**config.mk**
```make
export PLATFORM = sky130hd
export DESIGN_NAME = stream_fifo_flat
export DESIGN_NICKNAME = d
export VERILOG_FILES = /design/src/rtl/powlib_pkg.sv /design/src/rtl/stream.sv /design/src/rtl/sdpram.sv /design/src/rtl/stream_fifo.sv /design/src/flat_wrapper.sv
export SDC_FILE = /design/constraint.sdc
export NUM_CORES = 1
export LEC_CHECK = 0
export ABC_AREA = 1
export CAP_MARGIN = 5
export CORE_ASPECT_RATIO = 0.6
export CORE_MARGIN = 2
export CORE_UTILIZATION = 62
export DETAILED_ROUTE_END_ITERATION = 10
export PLACE_DENSITY = 0.76
export SYNTH_ARGS = -nofsm -noshare
export SYNTH_HDL_FRONTEND = slang
export SYNTH_SLANG_ARGS = --single-unit
export TNS_END_PERCENT = 1
```
**constraint.sdc**
```tcl
create_clock -name clock -period 3.85 [get_ports clock]
set_input_delay 0.77 -clock clock [delete_from_list [all_inputs] [get_ports clock]]
set_output_delay 0.77 -clock clock [all_outputs]
set_load 0.03 [all_outputs]
```
**src/rtl/powlib_pkg.sv**
```systemverilog
// -----------------------------------------------------------------------------
// powlib_pkg
// Shared definitions for the stream library: the default payload type carried
// on a `stream` link and the width helpers used to size pointers and
// occupancy counters for an arbitrary (non-power-of-two) depth.
// No ports.
// -----------------------------------------------------------------------------
package powlib_pkg;

    // Default payload of a stream beat.
    typedef logic [31:0] stream_data_t;

    // Width of an address into a memory of `depth` entries (at least 1 bit).
    function automatic int ptr_w(input int depth);
        return (depth > 1) ? $clog2(depth) : 1;
    endfunction

    // Width of a level counter that must hold 0..depth+1.
    function automatic int lvl_w(input int depth);
        return $clog2(depth + 2);
    endfunction

endpackage

```
**src/rtl/stream.sv**
```systemverilog
// -----------------------------------------------------------------------------
// stream
// Valid/ready beat link. A beat transfers on a clock edge where valid and
// ready are both high.
//   data  : payload of type T
//   valid : producer has a beat on data
//   ready : consumer can take the beat
// Modports:
//   send    - producer side (drives data/valid, observes ready)
//   receive - consumer side (observes data/valid, drives ready)
// -----------------------------------------------------------------------------
interface stream
    import powlib_pkg::*;
#(
    parameter type T = stream_data_t
) ();

    T     data;
    logic valid;
    logic ready;

    modport send    (output data, output valid, input  ready);
    modport receive (input  data, input  valid, output ready);

endinterface

```
**src/rtl/sdpram.sv**
```systemverilog
// -----------------------------------------------------------------------------
// sdpram
// Simple dual-port RAM: one write port, one read port with a registered,
// enable-gated output. Coded in the plain inferable template so block RAM is
// used on FPGA targets.
//   clock     : clock
//   wr_en_i   : write strobe
//   wr_addr_i : write address
//   wr_data_i : write data
//   rd_en_i   : read strobe; rd_data_o only changes when this is high
//   rd_addr_i : read address
//   rd_data_o : registered read data
// -----------------------------------------------------------------------------
module sdpram
    import powlib_pkg::*;
#(
    parameter type T     = stream_data_t,
    parameter int  DEPTH = 32,
    localparam int AW    = ptr_w(DEPTH)
) (
    input  logic          clock,
    input  logic          wr_en_i,
    input  logic [AW-1:0] wr_addr_i,
    input  T              wr_data_i,
    input  logic          rd_en_i,
    input  logic [AW-1:0] rd_addr_i,
    output T              rd_data_o
);

    T mem [DEPTH];

    // NOTE: the array has no reset; clearing it would stop block-RAM
    // inference, and the pointers/fill counter already mark entries invalid.
    always_ff @(posedge clock) begin
        // NOTE: clocked state is always assigned with <= so every register
        // samples the pre-edge values regardless of statement order.
        if (wr_en_i) begin
            mem[wr_addr_i] <= wr_data_i;
        end
    end

    always_ff @(posedge clock) begin
        if (rd_en_i) begin
            rd_data_o <= mem[rd_addr_i];
        end
    end

endmodule

```
**src/rtl/stream_fifo.sv**
```systemverilog
// -----------------------------------------------------------------------------
// stream_fifo
// Single-clock stream FIFO of DEPTH memory entries plus one output register
// (capacity DEPTH+1). Optional bypass loads a beat straight into the output
// register when the memory is empty, giving latency 1 instead of 2.
//   clock        : clock
//   reset        : synchronous, active-low reset
//   flush        : synchronous clear of all contents (higher than normal ops)
//   receiver     : input beats (stream.receive), ready is registered
//   sender       : output beats (stream.send)
//   level        : words held = memory fill + sender.valid
//   almost_full  : level >= AFULL
//   almost_empty : level <= AEMPTY
// -----------------------------------------------------------------------------
module stream_fifo
    import powlib_pkg::*;
#(
    parameter type T      = stream_data_t,
    parameter int  DEPTH  = 32,
    parameter int  BYPASS = 0,
    parameter int  AFULL  = DEPTH - 1,
    parameter int  AEMPTY = 1,
    localparam int PW     = ptr_w(DEPTH),
    localparam int LW     = lvl_w(DEPTH)
) (
    input  logic          clock,
    input  logic          reset,
    input  logic          flush,
    stream.receive        receiver,
    stream.send           sender,
    output logic [LW-1:0] level,
    output logic          almost_full,
    output logic          almost_empty
);

    localparam logic [PW-1:0] LAST_PTR = PW'(DEPTH - 1);
    localparam logic [LW-1:0] DEPTH_L  = LW'(DEPTH);

    logic [PW-1:0] wr_ptr_q, wr_ptr_d;
    logic [PW-1:0] rd_ptr_q, rd_ptr_d;
    logic [LW-1:0] fill_q,   fill_d;
    logic          valid_q,  valid_d;
    logic          ready_q,  ready_d;
    logic          byp_sel_q, byp_sel_d;
    T              byp_data_q;
    T              ram_rd_data;

    logic wr_en, can_load, mem_empty, bypass, rd_en, mem_wr;

    // Explicit wrap so non-power-of-two depths index only valid entries.
    function automatic logic [PW-1:0] ptr_inc(input logic [PW-1:0] p);
        return (p == LAST_PTR) ? '0 : p + PW'(1);
    endfunction

    assign wr_en     = receiver.valid && ready_q;
    assign can_load  = !valid_q || sender.ready;
    assign mem_empty = (fill_q == '0);
    assign bypass    = (BYPASS != 0) && mem_empty && wr_en && can_load && !flush;
    assign rd_en     = can_load && !mem_empty && !flush;
    assign mem_wr    = wr_en && !bypass && !flush;

    always_comb begin
        // NOTE: every signal gets its hold value first, so no path through
        // this block leaves one unassigned and no latch is inferred.
        wr_ptr_d  = wr_ptr_q;
        rd_ptr_d  = rd_ptr_q;
        fill_d    = fill_q;
        valid_d   = valid_q;
        byp_sel_d = byp_sel_q;

        if (flush) begin
            wr_ptr_d = '0;
            rd_ptr_d = '0;
            fill_d   = '0;
            valid_d  = 1'b0;
        end else begin
            if (mem_wr) wr_ptr_d = ptr_inc(wr_ptr_q);
            if (rd_en)  rd_ptr_d = ptr_inc(rd_ptr_q);

            // Bypass never touches memory, so it leaves fill unchanged.
            case ({mem_wr, rd_en})
                2'b10:   fill_d = fill_q + LW'(1);
                2'b01:   fill_d = fill_q - LW'(1);
                default: fill_d = fill_q;
            endcase

            if (rd_en || bypass)   valid_d = 1'b1;
            else if (sender.ready) valid_d = 1'b0;

            // Output data comes from the RAM output register or the bypass
            // register; remember which one holds the current beat.
            if (rd_en)       byp_sel_d = 1'b0;
            else if (bypass) byp_sel_d = 1'b1;
        end

        // Registered ready: a read in a full cycle cannot admit a write
        // until the following cycle.
        ready_d = (fill_d < DEPTH_L);
    end

    always_ff @(posedge clock) begin
        if (!reset) begin
            wr_ptr_q  <= '0;
            rd_ptr_q  <= '0;
            fill_q    <= '0;
            valid_q   <= 1'b0;
            ready_q   <= 1'b1;
            byp_sel_q <= 1'b0;
        end else begin
            wr_ptr_q  <= wr_ptr_d;
            rd_ptr_q  <= rd_ptr_d;
            fill_q    <= fill_d;
            valid_q   <= valid_d;
            ready_q   <= ready_d;
            byp_sel_q <= byp_sel_d;
        end
    end

    always_ff @(posedge clock) begin
        if (bypass) begin
            byp_data_q <= receiver.data;
        end
    end

    sdpram #(
        .T     (T),
        .DEPTH (DEPTH)
    ) u_ram (
        .clock     (clock),
        .wr_en_i   (mem_wr),
        .wr_addr_i (wr_ptr_q),
        .wr_data_i (receiver.data),
        .rd_en_i   (rd_en),
        .rd_addr_i (rd_ptr_q),
        .rd_data_o (ram_rd_data)
    );

    assign receiver.ready = ready_q;
    assign sender.valid   = valid_q;
    assign sender.data    = byp_sel_q ? byp_data_q : ram_rd_data;

    assign level        = fill_q + LW'(valid_q);
    assign almost_full  = (int'(level) >= AFULL);
    assign almost_empty = (int'(level) <= AEMPTY);

endmodule

```
**src/flat_wrapper.sv**
```systemverilog
// flat-port wrapper written by rule: the top's interface ports become plain ports
module stream_fifo_flat import powlib_pkg::*;
#(
    parameter type T      = stream_data_t,
    parameter int  DEPTH  = 32,
    parameter int  BYPASS = 0,
    parameter int  AFULL  = DEPTH - 1,
    parameter int  AEMPTY = 1,
    localparam int PW     = ptr_w(DEPTH),
    localparam int LW     = lvl_w(DEPTH)
)
  (clock, reset, flush, level, almost_full, almost_empty, receiver_data, receiver_valid, receiver_ready, sender_data, sender_valid, sender_ready);
  stream #(.T(T)) receiver_i ();
  stream #(.T(T)) sender_i ();
  input  logic clock;
  input  logic reset;
  input  logic flush;
  output logic [LW-1:0] level;
  output logic almost_full;
  output logic almost_empty;
  input wire logic [$bits(receiver_i.data)-1:0] receiver_data;
  input wire logic [$bits(receiver_i.valid)-1:0] receiver_valid;
  output wire logic [$bits(receiver_i.ready)-1:0] receiver_ready;
  output wire logic [$bits(sender_i.data)-1:0] sender_data;
  output wire logic [$bits(sender_i.valid)-1:0] sender_valid;
  input wire logic [$bits(sender_i.ready)-1:0] sender_ready;
  assign receiver_i.data = receiver_data;
  assign receiver_i.valid = receiver_valid;
  assign receiver_ready = receiver_i.ready;
  assign sender_data = sender_i.data;
  assign sender_valid = sender_i.valid;
  assign sender_i.ready = sender_ready;
  stream_fifo #(.T(T), .DEPTH(DEPTH), .BYPASS(BYPASS), .AFULL(AFULL), .AEMPTY(AEMPTY)) u_core (.clock(clock), .reset(reset), .flush(flush), .receiver(receiver_i), .sender(sender_i), .level(level), .almost_full(almost_full), .almost_empty(almost_empty));
endmodule
```
Yosys cells after proc, flatten, opt, wreduce, memory -nomap -nowiden
Memory sizes are Yosys's and may differ from the RTL's. A register that Yosys moved wholly into a read port is not among the register bits.
Cells that the tools add are included.

storage, ports and cells
  register bits after elaboration = 18
  RAM bits = 1024
  input port bits = 37
  output and inout port bits = 42
  word-level logic and storage cells = 38
  memories = 1

memories
  memory            depth  bits a word  rd ports  clocked after Yosys merged registers in  write ports  RTL line      text
  u_core.u_ram.mem  32     32           1         1                                        1            sdpram.sv:30  T mem [DEPTH];

cells by class
  add/sub/neg operators = 5
  order comparisons = 3
  equal/unequal tests = 4
  muxes and demuxes = 8
  bitwise operators = 1
  reduce and logical (&&, ||, !) cells = 11

operator list
  operator                                                                              number
  6-bit one-hot mux with 2 select lines                                                 1
  5-bit by 1-bit adder with 5-bit output (second input constant)                        2
  5-bit equality test (second input constant)                                           2
  5-bit two-way mux                                                                     2
  6-bit by 1-bit adder with 6-bit output                                                1
  6-bit by 1-bit adder with 6-bit output (second input constant)                        1
  6-bit by 5-bit greater-or-equal comparator with 1-bit output (second input constant)  1
  6-bit by 1-bit less-or-equal comparator with 1-bit output (second input constant)     1
  6-bit zero test                                                                       1
  6-bit less-than comparator (second input constant)                                    1
  6-bit two-way mux                                                                     1
  6-bit by 1-bit subtractor with 6-bit output (second input constant)                   1
  1-bit logical AND                                                                     4
  1-bit two-way mux                                                                     4
  1-bit zero test                                                                       3
  2-bit by 1-bit equality test with 1-bit output (second input constant)                1
  2-bit equality test (second input constant)                                           1
  2-bit nonzero test                                                                    1
  2-bit OR reduction                                                                    1
  1-bit logical OR                                                                      1
  1-bit inverter                                                                        1

Longest topological paths before layout
Gate-level depths: netlist of run 1.

  depth after elaboration = 8
  mapped depth = 15
  depth with buffers taken out = 15

Modules after synthesis
Synthesis of run 1 repeated with hierarchy kept, for this count alone.

unflattened totals
  cells, all modules = 3696
  area total of the unflattened synthesis = 43904.6 um^2

modules (own cells, without submodules)
  module       instances  cells an instance  area an instance (um^2)  seq. area each (um^2)
  sdpram       1          3536               42726.0                  31710.4
  stream_fifo  1          160                1178.6                   360.3

Worst setup path before layout of run 1
Ideal clock, no wire load.

  path kind = input to register
  start point = in sender_ready
  end point = reg u_core.fill_q[5]
  setup time = 110 ps
  arrival = 2982 ps
  required time = 3740 ps
  slack = 758 ps
  cell stages on the path = 14
  path buffers = 0
  cell sequence = nor2_1 -> nor2_1 -> nand2_1 -> inv_1 -> ha_1 -> ha_1 -> nand3_1 -> nand3_1 -> nand2_1 -> nand2_1 -> nand2_1 -> nand3_1 -> nand2_1 -> inv_1

between the ends
  word-level cells in the longest chain between the ends = 6
  elaborated cells between the ends (all ways) = 7
  classes of those cells = eq/ne: 2; mux: 2; reduce/logical: 3

RTL lines
  element                                                                                       RTL line            text
  from (decl)                                                                                   flat_wrapper.sv:26  input wire logic [$bits(sender_i.ready)-1:0] sender_ready;
  1-bit logical OR *                                                                            stream_fifo.sv:56   assign can_load = !valid_q || sender.ready;
  1-bit logical AND * (2 in a row)                                                              stream_fifo.sv:59   assign rd_en = can_load && !mem_empty && !flush;
  net u_core.rd_en                                                                              stream_fifo.sv:48   logic wr_en, can_load, mem_empty, bypass, rd_en, mem_wr;
  2-bit by 1-bit equality test with 1-bit output / 2-bit equality test (equally long branches)  stream_fifo.sv:81   case ({mem_wr, rd_en})
  6-bit one-hot mux with 2 select lines *                                                       stream_fifo.sv:81
  6-bit two-way mux *                                                                           stream_fifo.sv:71   if (flush) begin
  to (signal assigned)                                                                          stream_fifo.sv:112  fill_q <= fill_d;
  to (decl)                                                                                     stream_fifo.sv:41   logic [LW-1:0] fill_q, fill_d;

The timed path passes the listed nets; every way through them passes the cells marked *.
A chain may end at the register's enable or synchronous reset.

Worst setup path after layout of run 1
  start point = reg u_core.fill_q[0]
  end point = out almost_empty

between the ends
  word-level cells in the longest chain between the ends = 2

RTL lines
  element                                                    RTL line            text
  6-bit by 1-bit adder with 6-bit output                     stream_fifo.sv:142  assign level = fill_q + LW'(valid_q);
  6-bit by 1-bit less-or-equal comparator with 1-bit output  stream_fifo.sv:144  assign almost_empty = (int'(level) <= AEMPTY);
  to (decl)                                                  flat_wrapper.sv:20  output logic almost_empty;

Every way passes these cells.

==> summary.txt, run 1 <==
Status
  • Status: completed

Layout
  • Layout net count: 3834
  • Final cell utilization of the core: 69.82%
  • Fraction of layout instances using a drive strength above 1: 7.419%
  • Inserted Diodes: 0
  • Design Area, Final: 48550 um2
  • Layout overhead on the synthesized area: 12.07%
  • Layout filler cell count: 4798

Global routing
  • Vias in the first global route: 26560
  • Antenna violations before repair: 1
  • Overall track demand over capacity in global routing: 30.63%
  • Largest net degree at the start of global routing: 184
  • First-pass GRT wire length: 164.9 mm
  • Remaining global-route overflow: 0

Routing
  • Final wirelength: 110.1 mm
  • Residual DRC: 0
  • Total number of vias: 28520
  • First-pass iteration count of the detailed router: 8
  • Detail-routed via count per cell: 5.968
  • Average wire per cell in the routed design: 23.03 um
  • Number of nets with antenna violations after routing: 0
  • Violation count after the first detailed-routing iteration: 4212

STA
  • Unrepaired setup endpoints after global routing: no
  • Max Clock Skew: 0.01727 ns
  • Accumulated negative setup slack: 0 ns
  • # setup viols final: 0
  • Actual slew at the worst max-slew pin: 1.093 ns
  • Normalized max-slew margin: 26.94%
  • Highest clock rate: 0.2793 GHz
  • Post-route minimum period: 3.580 ns
  • Total count of hold-check failures in the final report: 0
  • Fraction of the cycle the final worst path needs: 92.99%
  • Slew Viols, Final: 0

Synth
  • Adder-Cell Fraction of Synth Area: 0.4505%
  • Compound-cell area share of the yosys netlist: 1.063%
  • Largest cells by area after synthesis: sky130_fd_sc_hd__edfxtp_1 73%, sky130_fd_sc_hd__nand2_1 12%, sky130_fd_sc_hd__nand3_1 7.6%
  • Count of cell types in the netlist: 25
  • Synthesized area per cell: 11.68 um2
  • Post-synthesis share of cell area spent on xor and xnor gates: 0.1617%
  • Syn Inst Count: 3708
  • Flip-flop and latch count after synthesis: 1074
  • Yosys Warn Count: 0
  • Register area share after synthesis: 74.03%
  • Dominant combinational cell family by area after synthesis: simple AND/OR/NAND/NOR gates
  • Portion of netlist area occupied by mux cells: 0%
  • Dominant cell type by area after synthesis: sky130_fd_sc_hd__edfxtp_1
  • Share of synthesized cell area in and, or, nand and nor gates: 21.43%
  • Post-synth net total: 3760
  • Synth top area share: 73.19%
  • Syn Std Cell Area: 43320 um2

Floorplan
  • Vertical die dimension: 208.8 um
  • Die footprint: 72080 um2
  • IO Count: 79
  • Floorplan core area: 69540 um2
  • Row cnt: 75
  • Die width: 345.3 um
  • Initial standard-cell utilization of the core: 62.30%

Placed design
  • Dpl cell area: 45650 um2
  • Routability cong.: 0.8666
  • Count of port buffers added during placement: 78
  • Detailed-placement wirelength estimate: 63.46 mm

Worst setup path
  • CP arrival: 2.81 ns
  • Delay of the slowest cell on the worst path: 0.70 ns
  • Critical path data required time: 3.08 ns
  • Worst setup SP type: flop
  • Setup Crit Path Kind: flop to output pin
  • Setup slack, reg-to-reg: 1.25 ns
  • CP Capture Type: output pin
  • Crit Path Max Fanout: 6
  • Crit-path cells: ha_1 > ha_1 > nand3_1 > xor2_1 > nand3_1 > nor2_1 > clkdlybuf4s50_1
  • Slowest-stage cell, CP: sky130_fd_sc_hd__clkdlybuf4s50_1

Clock tree
  • Resized cells post-CTS: 0
  • Clock root buffer: sky130_fd_sc_hd__clkbuf_16
  • H-Tree Level Count: 3
  • Worst-skew pair later-pin latency: 0.66 ns
  • CTS max path bufs: 3
  • Number of buffers inserted during clock tree synthesis: 92
  • Clock-pin slew of the registers on the worst-case setup and hold paths: 0.06 ns
  • Hold buffer count at CTS: 0
  • Count of clock tree sinks: 1074
  • TritonCTS clock tree: yes
  • Setup Buffers After CTS: 0

Power
  • Total power of the final layout: 24580 uW
  • Largest voltage drop on the vdd net: 0.4185 mV
  • Pwr Density: 506.3 nW/um2
  • Leakage dissipation: 0.01757 uW

Run
  • Max Cap Viol: 0

Hold path
  • Path type of the worst min-delay path: flop to flop
[kinds of logic after synthesis]
| kind of cell | count (synthesis) |
|---|---|
| compound gates | 90 |
| xor+xnor | 8 |
| fa+ha+maj | 15 |
| buf+inv | 270 |
| flops | 1074 |
| simple gates | 2251 |
[placed cells by master (no fill, tap or decap), types with 33 or more instances in the layout]
cell | synthesis | routed
sky130_fd_sc_hd__buf_4 | 10 | 89
sky130_fd_sc_hd__edfxtp_1 | 1056 | 1056
sky130_fd_sc_hd__nor2_4 | 0 | 33
sky130_fd_sc_hd__nand3_1 | 657 | 657
sky130_fd_sc_hd__clkdlybuf4s50_1 | 0 | 76
sky130_fd_sc_hd__inv_1 | 54 | 50
sky130_fd_sc_hd__a21oi_1 | 77 | 77
sky130_fd_sc_hd__nand2_1 | 1407 | 1407
sky130_fd_sc_hd__nor2_1 | 182 | 150
sky130_fd_sc_hd__clkbuf_16 | 0 | 95
[synthesized netlist by cell type]
master	instances
sky130_fd_sc_hd__nand2_1	1407
sky130_fd_sc_hd__edfxtp_1	1056
sky130_fd_sc_hd__nand3_1	657
sky130_fd_sc_hd__nor2_1	182
sky130_fd_sc_hd__buf_2	155
sky130_fd_sc_hd__a21oi_1	77
sky130_fd_sc_hd__inv_1	54
sky130_fd_sc_hd__clkbuf_1	36
sky130_fd_sc_hd__dfxtp_1	18
sky130_fd_sc_hd__ha_1	14
sky130_fd_sc_hd__buf_1	10
sky130_fd_sc_hd__buf_4	10
sky130_fd_sc_hd__o21ai_0	9
sky130_fd_sc_hd__xnor2_1	4
sky130_fd_sc_hd__xor2_1	4
sky130_fd_sc_hd__inv_2	3
sky130_fd_sc_hd__a211oi_1	2
sky130_fd_sc_hd__clkinv_1	2
sky130_fd_sc_hd__nor3_1	2
sky130_fd_sc_hd__a21o_1	1
sky130_fd_sc_hd__fa_1	1
sky130_fd_sc_hd__nand3b_1	1
sky130_fd_sc_hd__nand4_1	1
sky130_fd_sc_hd__nor2_2	1
sky130_fd_sc_hd__o21a_1	1
[registers in the layout, summed over array words and instances, names as in the netlist]
signal,count
u_core.fill_q,6
u_core.rd_ptr_q,5
u_core.u_ram.mem,1024
u_core.sender.valid,1
u_core.wr_ptr_q,5
u_core.u_ram.rd_data_o,32
u_core.receiver.ready,1
[where the power goes]
group          total, uW  internal [uW]  switching (uW)
clock network       9110           5000            4120
registers          13000          13000            63.7
logic               2430            660            1770
total              24600          18600            5950
[routing by layer]
| metal | global-route usage [%] | vias to the layer above | part of all wire [%] |
|---|---|---|---|
| li1 | - | 12980 | - |
| met1 | 45.10 | 13600 | 41 |
| met2 | 44.77 | 1740 | 44 |
| met3 | 8.109 | 199 | 12 |
| met4 | 10.68 | 0 | 3.3 |
| met5 | 0 | - | 0 |
[worst paths after layout]
path / startpoint / to / depth (start not counted)
hold reg to reg: u_core.wr_ptr_q[1] / u_core.wr_ptr_q[1] / 2
setup / recovery: u_core.fill_q[0] / almost_empty / 7
hold / removal: u_core.wr_ptr_q[1] / u_core.wr_ptr_q[1] / 2
setup reg to reg: u_core.rd_ptr_q[1] / u_core.u_ram.rd_data_o[10] / 9
[critical path, delay by kind of cell (launching register included)]
family                   cells  cell delay (ns)
adder cells (fa/ha/maj)      2             0.41
flip-flops                   1             0.47
AND/OR/NAND/NOR              3             0.34
buffers and inverters        1             0.70
XOR/XNOR                     1             0.23
[stage by stage]
stage	hold WS [ns]	setup slack, ns	cells
floorplan	0.4916	0.7578	3708
global placement	0.5558	0.6330	4612
detailed placement	0.5532	0.6088	4612
CTS	0.5777	0.2766	4779
global route	0.6264	0.03700	4779
finish	0.5741	0.2699	4779
[final cells by class]
class,instances,area [um2],area share [%]
clock inverter,54,457.9,0.9432
timing repair buffer,191,1919,3.953
multi-input combinational,2364,10250,21.12
tap,924,1156,2.381
clock buffer,113,2445,5.036
inverter,59,236.5,0.4871
sequential,1074,32080,66.08
(Power assumes the default switching activity.)
==> inputs of run 2 (changes only) <==
--- a/config.mk
+++ b/config.mk
@@ -7,11 +7,13 @@
 export LEC_CHECK = 0
 export ABC_AREA = 1
 export CAP_MARGIN = 5
-export CORE_ASPECT_RATIO = 0.6
+export CORE_ASPECT_RATIO = 2
 export CORE_MARGIN = 2
 export CORE_UTILIZATION = 62
 export DETAILED_ROUTE_END_ITERATION = 10
 export PLACE_DENSITY = 0.76
+export SKIP_LAST_GASP = 1
+export SLEW_MARGIN = 15
 export SYNTH_ARGS = -nofsm -noshare
 export SYNTH_HDL_FRONTEND = slang
 export SYNTH_SLANG_ARGS = --single-unit
==> run 2 against run 1 <==
Effect of this change:
- clock power grew 1%
- setup slack gained 0.0085 ns
- sequential power is essentially flat
- critical path depth is the same
- core utilization shrank 0.22 points
- non-clock buffer count shrank 11
- count of clock-buffer cells in the layout shrank 7
- hold slack lost 0.021 ns
- global-route usage grew 3.3 points
- cell area shrank 0.47%
- critical path type unchanged
==> summary.txt, run 2 (synthesis gave the netlist of run 1 again) <==
Routing
  • Residual DRC: 0 (unchanged)
  • Total number of vias: 29030 (+1.8%)
  • Average wire per cell in the routed design: 25.36 um (+10%)
  • Detail-routed via count per cell: 6.125 (+2.6%)
  • Final wirelength: 120.2 mm (+9.2%)
  • First-pass iteration count of the detailed router: 6 (-2)
  • Number of nets with antenna violations after routing: 0 (unchanged)
  • Violation count after the first detailed-routing iteration: 3939 (-6.5%)

Floorplan
  • IO Count: 79 (unchanged)
  • Vertical die dimension: 377.8 um (+81%)
  • Floorplan core area: 69420 um2 (-0.16%)
  • Initial standard-cell utilization of the core: 62.41% (+0.10 points)
  • Row cnt: 137 (+83%)
  • Die footprint: 72140 um2 (about the same)
  • Die width: 190.9 um (-45%)

Placed design
  • Routability cong.: 0.8796 (+1.5%)
  • Number of cells after detailed placement: 4580 (-0.69%)
  • Detailed-placement wirelength estimate: 73.04 mm (+15%)
  • Count of port buffers added during placement: 78 (unchanged)

Global routing
  • GR Util met3: 5.435% (-2.7 points)
  • Remaining global-route overflow: 0 (unchanged)
  • Antenna violations before repair: 3 (+2)
  • Largest net degree at the start of global routing: 138 (-25%)
  • Global routing usage on met2: 54.12% (+9.4 points)
  • Routing usage on met1: 42.74% (-2.4 points)
  • Overall track demand over capacity in global routing: 33.93% (+3.3 points)
  • Vias in the first global route: 27690 (+4.3%)
  • Peak-usage layer in the global routing report: met2
  • First-pass GRT wire length: 175.6 mm (+6.5%)

Power
  • Net switching power: 6005 uW (+0.92%)
  • Total power of the final layout: 24750 uW (+0.68%)
  • Sequential fraction of design power: 52.8% (-0.2 points)
  • Leakage dissipation: 0.01753 uW (-0.21%)
  • Clock network fraction of design power: 37.3% (+0.2 points)
  • Part of the total power dissipated in combinational logic: 9.9% (about the same)
  • Pint: 18740 uW (+0.61%)
  • Largest voltage drop on the vdd net: 0.4532 mV (+8.3%)
  • Switching power as a share of total power: 24.27% (+0.058 points)
  • Pwr Density: 512.2 nW/um2 (+1.2%)

STA
  • Slew Viols, Final: 0 (unchanged)
  • Actual slew at the worst max-slew pin: 1.144 ns (+0.05173 ns)
  • Max Clock Skew: 0.01707 ns (-0.0002009 ns)
  • Hold slack final: 0.5532 ns (-0.02094 ns)
  • Total count of hold-check failures in the final report: 0 (unchanged)
  • Accumulated negative setup slack: 0 ns (unchanged)
  • Normalized max-slew margin: 23.24% (-3.7 points)
  • # setup viols final: 0 (unchanged)
  • Post-route minimum period: 3.572 ns (-0.008539 ns)
  • Unrepaired setup endpoints after global routing: no
  • Fraction of the cycle the final worst path needs: 92.77% (-0.22 points)
  • Highest clock rate: 0.2800 GHz (+0.24%)

Layout
  • Layout net count: 3819 (-0.39%)
  • Flip-flop count of the largest register, all copies and words added: 1024 (unchanged)
  • Most common cell after layout, fill and taps aside: sky130_fd_sc_hd__nand2_1
  • Highest-count cells in the layout ignoring fill and taps: 1407 x sky130_fd_sc_hd__nand2_1, 1056 x sky130_fd_sc_hd__edfxtp_1, 657 x sky130_fd_sc_hd__nand3_1
  • Final cell utilization of the core: 69.60% (-0.22 points)
  • Layout filler cell count: 4676 (-2.5%)
  • Fraction of layout instances using a drive strength above 1: 7.951% (+0.53 points)
  • Registers with the most flip-flops: u_core.u_ram.mem x1024, u_core.u_ram.rd_data_o x32, u_core.fill_q x6
  • Layout overhead on the synthesized area: 11.53%
  • Final std cells w/o fill: 4740 (-0.82%)
  • Most flop-heavy register: u_core.u_ram.mem

Hold path
  • Path type of the worst min-delay path: flop to flop

Worst setup path
  • CP arrival: 2.80 ns (about the same)
  • Crit Path Max Fanout: 6 (unchanged)
  • Critical path data required time: 3.08 ns (about the same)
  • CP Capture Type: output pin
  • Worst setup SP type: flop
  • Setup Crit Path Kind: flop to output pin

Clock tree
  • Clock-pin slew of the registers on the worst-case setup and hold paths: 0.07 ns (about the same)
  • Resized cells post-CTS: 0 (unchanged)
  • TritonCTS clock tree: yes
  • Worst-skew pair later-pin latency: 0.68 ns (+0.02 ns)
  • CTS max path bufs: 3 (unchanged)
  • H-Tree Level Count: 3 (unchanged)
  • Number of buffers inserted during clock tree synthesis: 88 (-4.3%)
  • Clock root buffer: sky130_fd_sc_hd__clkbuf_16
  • Hold buffer count at CTS: 0 (unchanged)
  • Setup Buffers After CTS: 0 (unchanged)
  • Count of clock tree sinks: 1074 (unchanged)

Status
  • Status: completed

Run
  • Max Cap Viol: 0 (unchanged)
## run 2: per-stage QoR
stage	instance area [um2]	setup WS, ns
after floorplan	43320	0.7578
after global placement	45390	0.5892
after detailed placement	45390	0.7353
after CTS	48320	0.2313
after global routing	48320	0.1477
final	48320	0.2785
## run 2: cell type report
type                    count  area [um2]  area share (%)
multi-input cells        2364       10250           21.22
well taps                 903        1130           2.338
flip-flops and latches   1074       32080           66.40
diodes                      1       2.502        0.005179
clock buffers             106        2321           4.803
repair buffers            180        1684           3.485
inverters                  59       236.5          0.4894
clock inverters            53       610.6           1.264
## run 2: path summary, 6_finish.rpt
check             slack, ns               start                    endpoint  cells after the start
hold reg to reg        0.55  u_core.rd_ptr_q[3]          u_core.rd_ptr_q[3]                      3
hold / removal         0.55  u_core.rd_ptr_q[3]          u_core.rd_ptr_q[3]                      3
setup reg to reg       1.03  u_core.rd_ptr_q[0]  u_core.u_ram.rd_data_o[17]                     10
setup / recovery       0.28    u_core.fill_q[0]                 almost_full                      7
## run 2: worst max-delay path, cell delays in order (launching register included)
cell,delay (ns)
sky130_fd_sc_hd__dfxtp_1,0.47
sky130_fd_sc_hd__ha_1,0.22
sky130_fd_sc_hd__ha_1,0.18
sky130_fd_sc_hd__xor2_1,0.24
sky130_fd_sc_hd__nand3_1,0.10
sky130_fd_sc_hd__nor2_1,0.11
sky130_fd_sc_hd__a21o_1,0.13
sky130_fd_sc_hd__clkdlybuf4s50_1,0.66
## run 2: power by group through the flow
stage          clock network [uW]  logic (uW)  registers [uW]
6_report                     9240        2450           13100
5_1_grt                      9670        2620           13100
4_1_cts                      9280        2410           13100
3_5_place_dp                    0        2400           13300
3_3_place_gp                    0        2350           13300
2_1_floorplan                   0        1280           13400
## run 2: layer usage
| layer | vias up | share of wire, % | wire length [um] |
|---|---|---|---|
| li1 | 12910 | - | - |
| met2 | 1853 | 49 | 58320 |
| met4 | 0 | 7.3 | 8785 |
| met5 | - | 0 | 0 |
| met1 | 13960 | 34 | 41190 |
| met3 | 312 | 9.9 | 11930 |
